<file path="config.mk">
export PLATFORM = sky130hd
export DESIGN_NAME = jump_target_table
export DESIGN_NICKNAME = d
export VERILOG_FILES = /design/src/rtl/jump_target_table.sv
export SDC_FILE = /design/constraint.sdc
export NUM_CORES = 1
export LEC_CHECK = 0
export CAP_MARGIN = 40
export CORE_MARGIN = 3
export CORE_UTILIZATION = 50
export CTS_CLUSTER_SIZE = 40
export DETAILED_ROUTE_END_ITERATION = 12
export PLACE_DENSITY = 0.68
export SYNTH_ARGS = -nofsm -noshare
export SYNTH_HDL_FRONTEND = slang
export SYNTH_SLANG_ARGS = --single-unit
</file>
<file path="constraint.sdc">
create_clock -name Clk -period 8 [get_ports Clk]
set_input_delay 1.6 -clock Clk [delete_from_list [all_inputs] [get_ports Clk]]
set_output_delay 1.6 -clock Clk [all_outputs]
set_load 0.01 [all_outputs]
</file>
<file path="src/rtl/jump_target_table.sv">
// Maps a jump pointer to a full PC target. Entries are loaded at run time and can be
// absolute or PC-relative. A sweep FSM invalidates the table after reset or on Clear.
module jump_target_table #(
  parameter int unsigned PC_W        = 10,
  parameter int unsigned IDX_W       = 5,
  parameter int unsigned DEFAULT_TGT = 1
) (
  input  logic             Clk,
  input  logic             Reset,
  input  logic             Clear,
  input  logic             LoadValid,
  output logic             LoadReady,
  input  logic [IDX_W-1:0] LoadIdx,
  input  logic [PC_W-1:0]  LoadTarget,
  input  logic             LoadRel,
  input  logic             LookupEn,
  input  logic [IDX_W-1:0] Addr,
  input  logic [PC_W-1:0]  PC,
  output logic [PC_W-1:0]  Target,
  output logic             TargetValid,
  output logic             Hit,
  output logic             Busy
);

  localparam int unsigned Depth = 2 ** IDX_W;

  typedef enum logic {StIdle, StSweep} state_e;

  state_e           state_q, state_d;
  logic [IDX_W:0]   sweep_idx_q, sweep_idx_d;
  logic [Depth-1:0] valid_q, valid_d;
  logic [PC_W-1:0]  tgt_mem [Depth];
  logic [Depth-1:0] rel_mem;
  logic [PC_W-1:0]  target_q, target_d;
  logic             hit_q, hit_d;
  logic             tv_q, tv_d;

  logic             load_fire;
  logic             fwd;
  logic             ent_valid;
  logic             ent_rel;
  logic [PC_W-1:0]  ent_tgt;

  // Reset gates the load so a write in flight during reset is dropped.
  assign LoadReady = (state_q == StIdle) & ~Clear & Reset;
  assign load_fire = LoadValid & LoadReady;
  assign Busy      = (state_q == StSweep) | ~Reset;

  always_comb begin
    state_d     = state_q;
    sweep_idx_d = sweep_idx_q;
    valid_d     = valid_q;
    unique case (state_q)
      StIdle: begin
        if (Clear) begin
          state_d     = StSweep;
          sweep_idx_d = '0;
        end
      end
      StSweep: begin
        valid_d[sweep_idx_q[IDX_W-1:0]] = 1'b0;
        if (Clear) begin
          sweep_idx_d = '0;
        end else if (sweep_idx_q == (IDX_W+1)'(Depth - 1)) begin
          state_d     = StIdle;
          sweep_idx_d = '0;
        end else begin
          sweep_idx_d = sweep_idx_q + (IDX_W+1)'(1);
        end
      end
      default: begin
        state_d     = StSweep;
        sweep_idx_d = '0;
      end
    endcase
    if (load_fire) begin
      valid_d[LoadIdx] = 1'b1;
    end
  end

  // Same-cycle load to the looked-up index is forwarded to the lookup.
  always_comb begin
    fwd       = load_fire && (LoadIdx == Addr);
    ent_valid = fwd | valid_q[Addr];
    ent_rel   = fwd ? LoadRel : rel_mem[Addr];
    ent_tgt   = fwd ? LoadTarget : tgt_mem[Addr];
    target_d  = target_q;
    hit_d     = hit_q;
    tv_d      = LookupEn;
    if (LookupEn) begin
      if ((state_q == StIdle) && ent_valid) begin
        hit_d    = 1'b1;
        target_d = ent_rel ? (PC + ent_tgt) : ent_tgt;
      end else begin
        hit_d    = 1'b0;
        target_d = PC_W'(DEFAULT_TGT);
      end
    end
  end

  always_ff @(posedge Clk) begin
    if (!Reset) begin
      state_q     <= StSweep;
      sweep_idx_q <= '0;
      target_q    <= '0;
      hit_q       <= 1'b0;
      tv_q        <= 1'b0;
    end else begin
      state_q     <= state_d;
      sweep_idx_q <= sweep_idx_d;
      valid_q     <= valid_d;
      target_q    <= target_d;
      hit_q       <= hit_d;
      tv_q        <= tv_d;
    end
  end

  always_ff @(posedge Clk) begin
    if (load_fire) begin
      tgt_mem[LoadIdx] <= LoadTarget;
      rel_mem[LoadIdx] <= LoadRel;
    end
  end

  assign Target      = target_q;
  assign Hit         = hit_q;
  assign TargetValid = tv_q;

endmodule

</file>
======== After elaboration in Yosys (flattened, before gate mapping) ========
Memories as Yosys holds them, arrays and structs flattened.
Index checks and enable logic that the tools add are counted.
Widths: inputs -> output; s select.
word-level totals
  flip-flop bits (word level) ............. 83
  memory bits (writable) .................. 320
  bits of input ports ..................... 36
  output and inout port bits .............. 14
  word-level logic and storage cells ...... 59
  memories ................................ 1
memory list
  name     words  bits a word  read ports  clocked after Yosys merged registers in  write ports  RTL line  source
  tgt_mem  32     10           1           0                                        1            32        logic [PC_W-1:0] tgt_mem [Depth];
cells by class
  add/subtract/negate cells ............... 2
  $lt $le $gt $ge ......................... 5
  equal/unequal tests ..................... 3
  muxes and demuxes ....................... 26
  bitwise gates (word level) .............. 11
  reductions and logical operators ........ 4
operator list
  operator             number
  $mux 32              2
  $and 32x32->32       1
  $bwmux 32            1
  $not 32->32          1
  $or 32x32->32        1
  $mux 10              3
  $lt 5x6->1 const B   3
  $mux 6               3
  $pmux 6 s2           1
  $mux 1               11
  $add 10x10->10       1
  $bmux 1 s5           2
  $demux 1 s5          2
  $ge 5x1->1 const B   2
  $add 6x1->6 const B  1
  $eq 6x5->1 const B   1
  $eq 5x5->1           1
  $logic_and 1x1->1    4
  $and 1x1->1          3
  $not 1->1            3
  $ne 2x2->1 const B   1
  $or 1x1->1           2
  $pmux 1 s2           1

======== Logic depth before layout (Yosys ltp) ========
  depth in word-level cells ............... 9
  mapped depth ............................ 19
  gate-level depth less buffers ........... 14

======== Worst setup path after synthesis ========
OpenSTA, ideal clock, no wires.
  path kind ............................... input -> register
  start point ............................. input port Addr[0]
  end point ............................... register target_q[9], in the netlist Target[9]
  setup time .............................. 0.119 ns
  arrival time ............................ 4.992 ns
  data required time ...................... 7.881 ns
  setup slack ............................. 2.889 ns
  stages on the path ...................... 15
  path buffers ............................ 3
  cells stage by stage .................... buf_6 > buf_12 > buf_6 > mux4_2 > mux4_2 > mux2_2 > mux2_2 > ha_1 > nand3_1 > nor2_1 > o21ai_0 > a2111oi_0 > nor4_1 > a32oi_1 > nand2_1
on the way
  cells in the longest elaborated chain, start to end .. 6
  elaborated cells between the ends (all ways) .. 14
  those cells by class .................... 1 x add/sub; 1 x eq/ne; 8 x mux; 1 x bitwise; 2 x reduce/logical; 1 x memory
RTL lines
  item                                                                   RTL line  source
  start, declared                                                        17        input logic [IDX_W-1:0] Addr,
  parallel branches: the longest is 5 deep, another holds $mem_v2 32x10  --
  $mux 10 (*)                                                            91        if ((state_q == StIdle) && ent_valid) begin
  end signal, assigned                                                   112       target_q <= target_d;
  end, declared                                                          34        logic [PC_W-1:0] target_q, target_d;
Mark *: on every way between the ends. The select of a mux whose other input is x is not followed.
A chain may end at the register's enable or synchronous reset.

======== Worst setup path in the final report ========
  start point ............................. input port Addr[1]
  end point ............................... register target_q[8], in the netlist Target[8]
The elaborated chain is that of the path after synthesis.

==> flow_summary_export.csv <==
group,metric,value,unit
synthesis,synthesis_stage_register_bit_count,403,
power_and_ir_drop,combinationalPowerShare,6.5,%
detailed_routing,drtPass1Iterations,5,
clock_network,cts_tree,"built",
clock_network,cts.root.buffer_cell,"clkbuf_16",
synthesis,total_standard_cell_area_after_synthesis,16870,sq um
setup_path,critical_path.slowest_cell,"buf_4",
power_and_ir_drop,vdd_drop_max,0.2034,mV
final_layout,antennaDiodeCount,0,
global_routing,pin_count_of_the_biggest_net_entering_global_routing,48,
detailed_routing,drc,0,
setup_path,end_kind,"flip-flop",
floorplan,die_h,189.7,um
clock_network,cts.repair_timing.setup_buffer_count,0,
clock_network,post_cts_resized,0,
final_layout,drive_gt1_share,22.36,%
setup_path,crit_path_frequent_cell,"a21oi_1",
timing,final_period_minus_worst_setup_slack,5.333,ns
floorplan,initial_cell_density_of_the_core,51.32,%
setup_path,worst-endpoint-required,8.41,ns
min_path,hold_wc_startpoint,"Target[1]$_SDFFE_PN0P_",
setup_path,worstSetupPathType,"primary input to flip-flop",
synthesis,yosys_warnings,0,
floorplan,die_w,189.7,um
global_routing,via_count_of_the_first_global_routing_pass,9241,
clock_network,cts_buffers,42,
clock_network,cts.hold.buffers_added,0,
synthesis,synth_ff_type,"edfxtp_1",
run,cap_viol_max_count,0,
timing,setup_tns,0,ns
setup_path,critPathMaxStageDelay,0.54,ns
global_routing,grt.overflow.total,0,
detailed_routing,avgViaCountPerCell,6.042,
power_and_ir_drop,power_density,238.3,nW/um^2
timing,finalHoldViolations,0,
clock_network,clock_edge_transition_at_the_registers_on_the_reported_setup_and_hold_paths,0.06,ns
synthesis,synth.net_count,984,
detailed_routing,wl_per_cell,25.31,um
clock_network,source_to_sink_clock_delay_at_the_later_pin_of_the_worst_skew_pair,0.54,ns
floorplan,io_pins,50,
clock_network,htree_levels,2,
detailed_routing,ant_nets,0,
setup_path,critPathLaunch,"Addr[1]",
floorplan,floorplan.core_area,32870,sq um
timing,max_slew_vio_count,0,
setup_path,crit_path_cell_trace,"buf_4, buf_4, mux4_2, mux4_2, mux2i_1, o21ai_0, ha_1, fa_1, a21o_1, a21oi_1, a2bb2oi_1, a21oi_1, xor2_1, a21oi_1, a21oi_1",
setup_path,startpoint_type,"primary input",
detailed_routing,route.final.wire_length,38.24,mm
power_and_ir_drop,power_leakage,6.416,nW
timing,rsz0062_at_grt,"no",
timing,period_share,66.67,%
floorplan,placement_rows,66,
min_path,min_path_type,"flip-flop to flip-flop",
placement,io_buffers,49,
detailed_routing,detailedRoute.firstIterationViolations,1035,
setup_path,critPathMaxFanout,47,
timing,fin_worst_skew,0.02261,ns
floorplan,full_die_area,35980,sq um
synthesis,synth-edff-count,384,
placement,place.gp.congestion,0.8847,
synthesis,post_synth_inst_count,934,
power_and_ir_drop,clock_power_share,43.6,%
timing,setup_viol_count_final,0,
detailed_routing,num_vias,9129,
clock_network,tritoncts_num_sinks,403,
synthesis,syn_area_per_cell,18.06,sq um
final_layout,areaGrowthSynthToFinish,15.97,%
outcome,run_status,"completed",
synthesis,synthDistinctLibCells,57,
final_layout,finalCoreUtilization,59.52,%
power_and_ir_drop,power.sequential.fraction,49.9,%
power_and_ir_drop,internal-power,3.694,mW
global_routing,number_of_antenna_violations_at_the_first_check_in_global_routing,0,
global_routing,globalRouteTotalUtil,21.69,%
synthesis,ys_async_sr_fraction,0,%
setup_path,crit_arrival,5.74,ns
synthesis,synth-seq-area-share,70.61,%
global_routing,grt_first_pass_wirelength,58.44,mm
power_and_ir_drop,total_switching_power,0.9692,mW
timing,achievable-frequency,0.1875,GHz
timing,tightestPinTransition,0.7361,ns
clock_network,cts.path.max_buffers,3,
placement,detailed_place_hpwl,24.19,mm
power_and_ir_drop,switching_share,20.79,%
setup_path,worst_r2r_startpoint,"state_q$_SDFF_PN1_",
timing,maxSlewHeadroom,50.93,%
final_layout,fin_nets,1087,
-- path summary, 6_finish.rpt --
check	end	slack [ns]	depth (start not counted)
max	Target[8]$_SDFFE_PN0P_	2.67	15
min	Target[1]$_SDFFE_PN0P_	0.47	2
max reg2reg	Target[9]$_SDFFE_PN0P_	4.02	13
min reg2reg	Target[1]$_SDFFE_PN0P_	0.47	2
-- critical path, delay by kind of cell --
| family | cells | cell delay, ns |
|---|---|---|
| compound gates | 7 | 1.20 |
| mux | 3 | 1.04 |
| xor+xnor | 1 | 0.15 |
| buf+inv | 2 | 1.04 |
| fa+ha+maj | 2 | 0.67 |
-- registers in the layout, summed over array words and instances (netlist names) --
signal	cells
Hit	1
Target	10
TargetValid	1
rel_mem	32
state_q	1
sweep_idx_q	6
tgt_mem	320
valid_q	32
-- final cells by class --
class | instances | area (sq um)
clock buffer | 49 | 1141
clock inverter | 27 | 316.6
fill | 2462 | 13300
inverter | 6 | 22.52
multi-input combinational | 478 | 4676
sequential | 403 | 11910
tap | 442 | 553.0
timing repair buffer | 106 | 942.2
-- power by group through the flow --
| stage | Clock, mW | Sequential [mW] | Combinational [mW] |
|---|---|---|---|
| 6_report | 2.03 | 2.32 | 0.303 |
| 5_1_grt | 2.16 | 2.32 | 0.330 |
| 4_1_cts | 2.07 | 2.32 | 0.305 |
| 3_5_place_dp | 0 | 2.37 | 0.303 |
| 3_3_place_gp | 0 | 2.37 | 0.297 |
| 2_1_floorplan | 0 | 2.37 | 0.188 |
-- synthesized netlist by cell type (4+ instances only) --
cell type  instances  area, sq um
edfxtp_1         384        11530
mux4_2            95         2140
o21ai_0           74        370.4
nor2_1            57        214.0
nand2_1           48        180.2
mux2i_1           33        330.3
a21oi_1           20        100.1
a22oi_1           20        150.1
clkbuf_1          19        71.32
dfxtp_1           19        380.4
nor2b_1           14        87.58
ha_1              13        162.7
buf_2             12        60.06
nand2b_1           8        50.05
xor2_1             8        70.07
buf_4              7        52.55
mux2_2             7        78.83
o21ai_1            7        35.03
inv_1              6        22.52
mux4_1             6        157.7
nand3_1            6        30.03
nor3_1             6        30.03
xnor2_1            6        52.55
nor3b_1            5        37.54
buf_1              4        15.01
buf_6              4        45.04
-- logic make-up after synthesis --
family,share of synthesized area [%]
fa+ha+maj,1.083
mux,16.26
simple gates,4.836
compound gates,4.784
xor+xnor,0.7269
flops,70.61
buf+inv,1.699
-- layout by cell type (no fill, tap or decap), types with 3 or more instances in the layout --
cell type	count
nor2_1	55
clkbuf_16	45
clkinv_1	6
mux4_1	6
buf_6	3
nand3b_1	3
a22oi_1	20
mux2i_1	33
dfxtp_1	19
edfxtp_1	384
inv_1	6
and2_1	3
mux4_2	95
xnor2_1	6
nor3_1	6
nand4_1	3
xor2_1	8
bufinv_16	7
or2_2	3
o21ai_1	7
clkinv_2	9
nand2_1	48
nor2b_1	14
nand3_1	6
nand2b_1	8
clkdlybuf4s50_1	45
clkbuf_1	4
a21oi_1	20
and3_1	3
mux2_2	7
ha_1	13
buf_4	54
o21ai_0	74
clkinvlp_4	4
nor3b_1	5
and3b_1	3
-- stage by stage --
stage | total power, mW | area, sq um | hold slack, ns | cells | setup WS, ns
finish | 4.663 | 19560 | 0.4663 | 1511 | 2.667
global route | 4.812 | 19560 | 0.4748 | 1511 | 2.351
CTS | 4.702 | 19560 | 0.4711 | 1511 | 2.698
detailed placement | 2.673 | 18100 | 0.4492 | 1435 | 2.142
global placement | 2.666 | 18020 | 0.4420 | 1428 | 2.190
floorplan | 2.556 | 16870 | 0.4698 | 934 | 2.889
-- routing by layer --
layer	vias up	track usage, %	routed length [um]
met3	61	3.243	2443
met2	326	35.00	18740
met5	-	0	0
met4	0	5.772	808
met1	4745	31.51	16240
li1	3997	-	-
(Power assumes the default switching activity.)
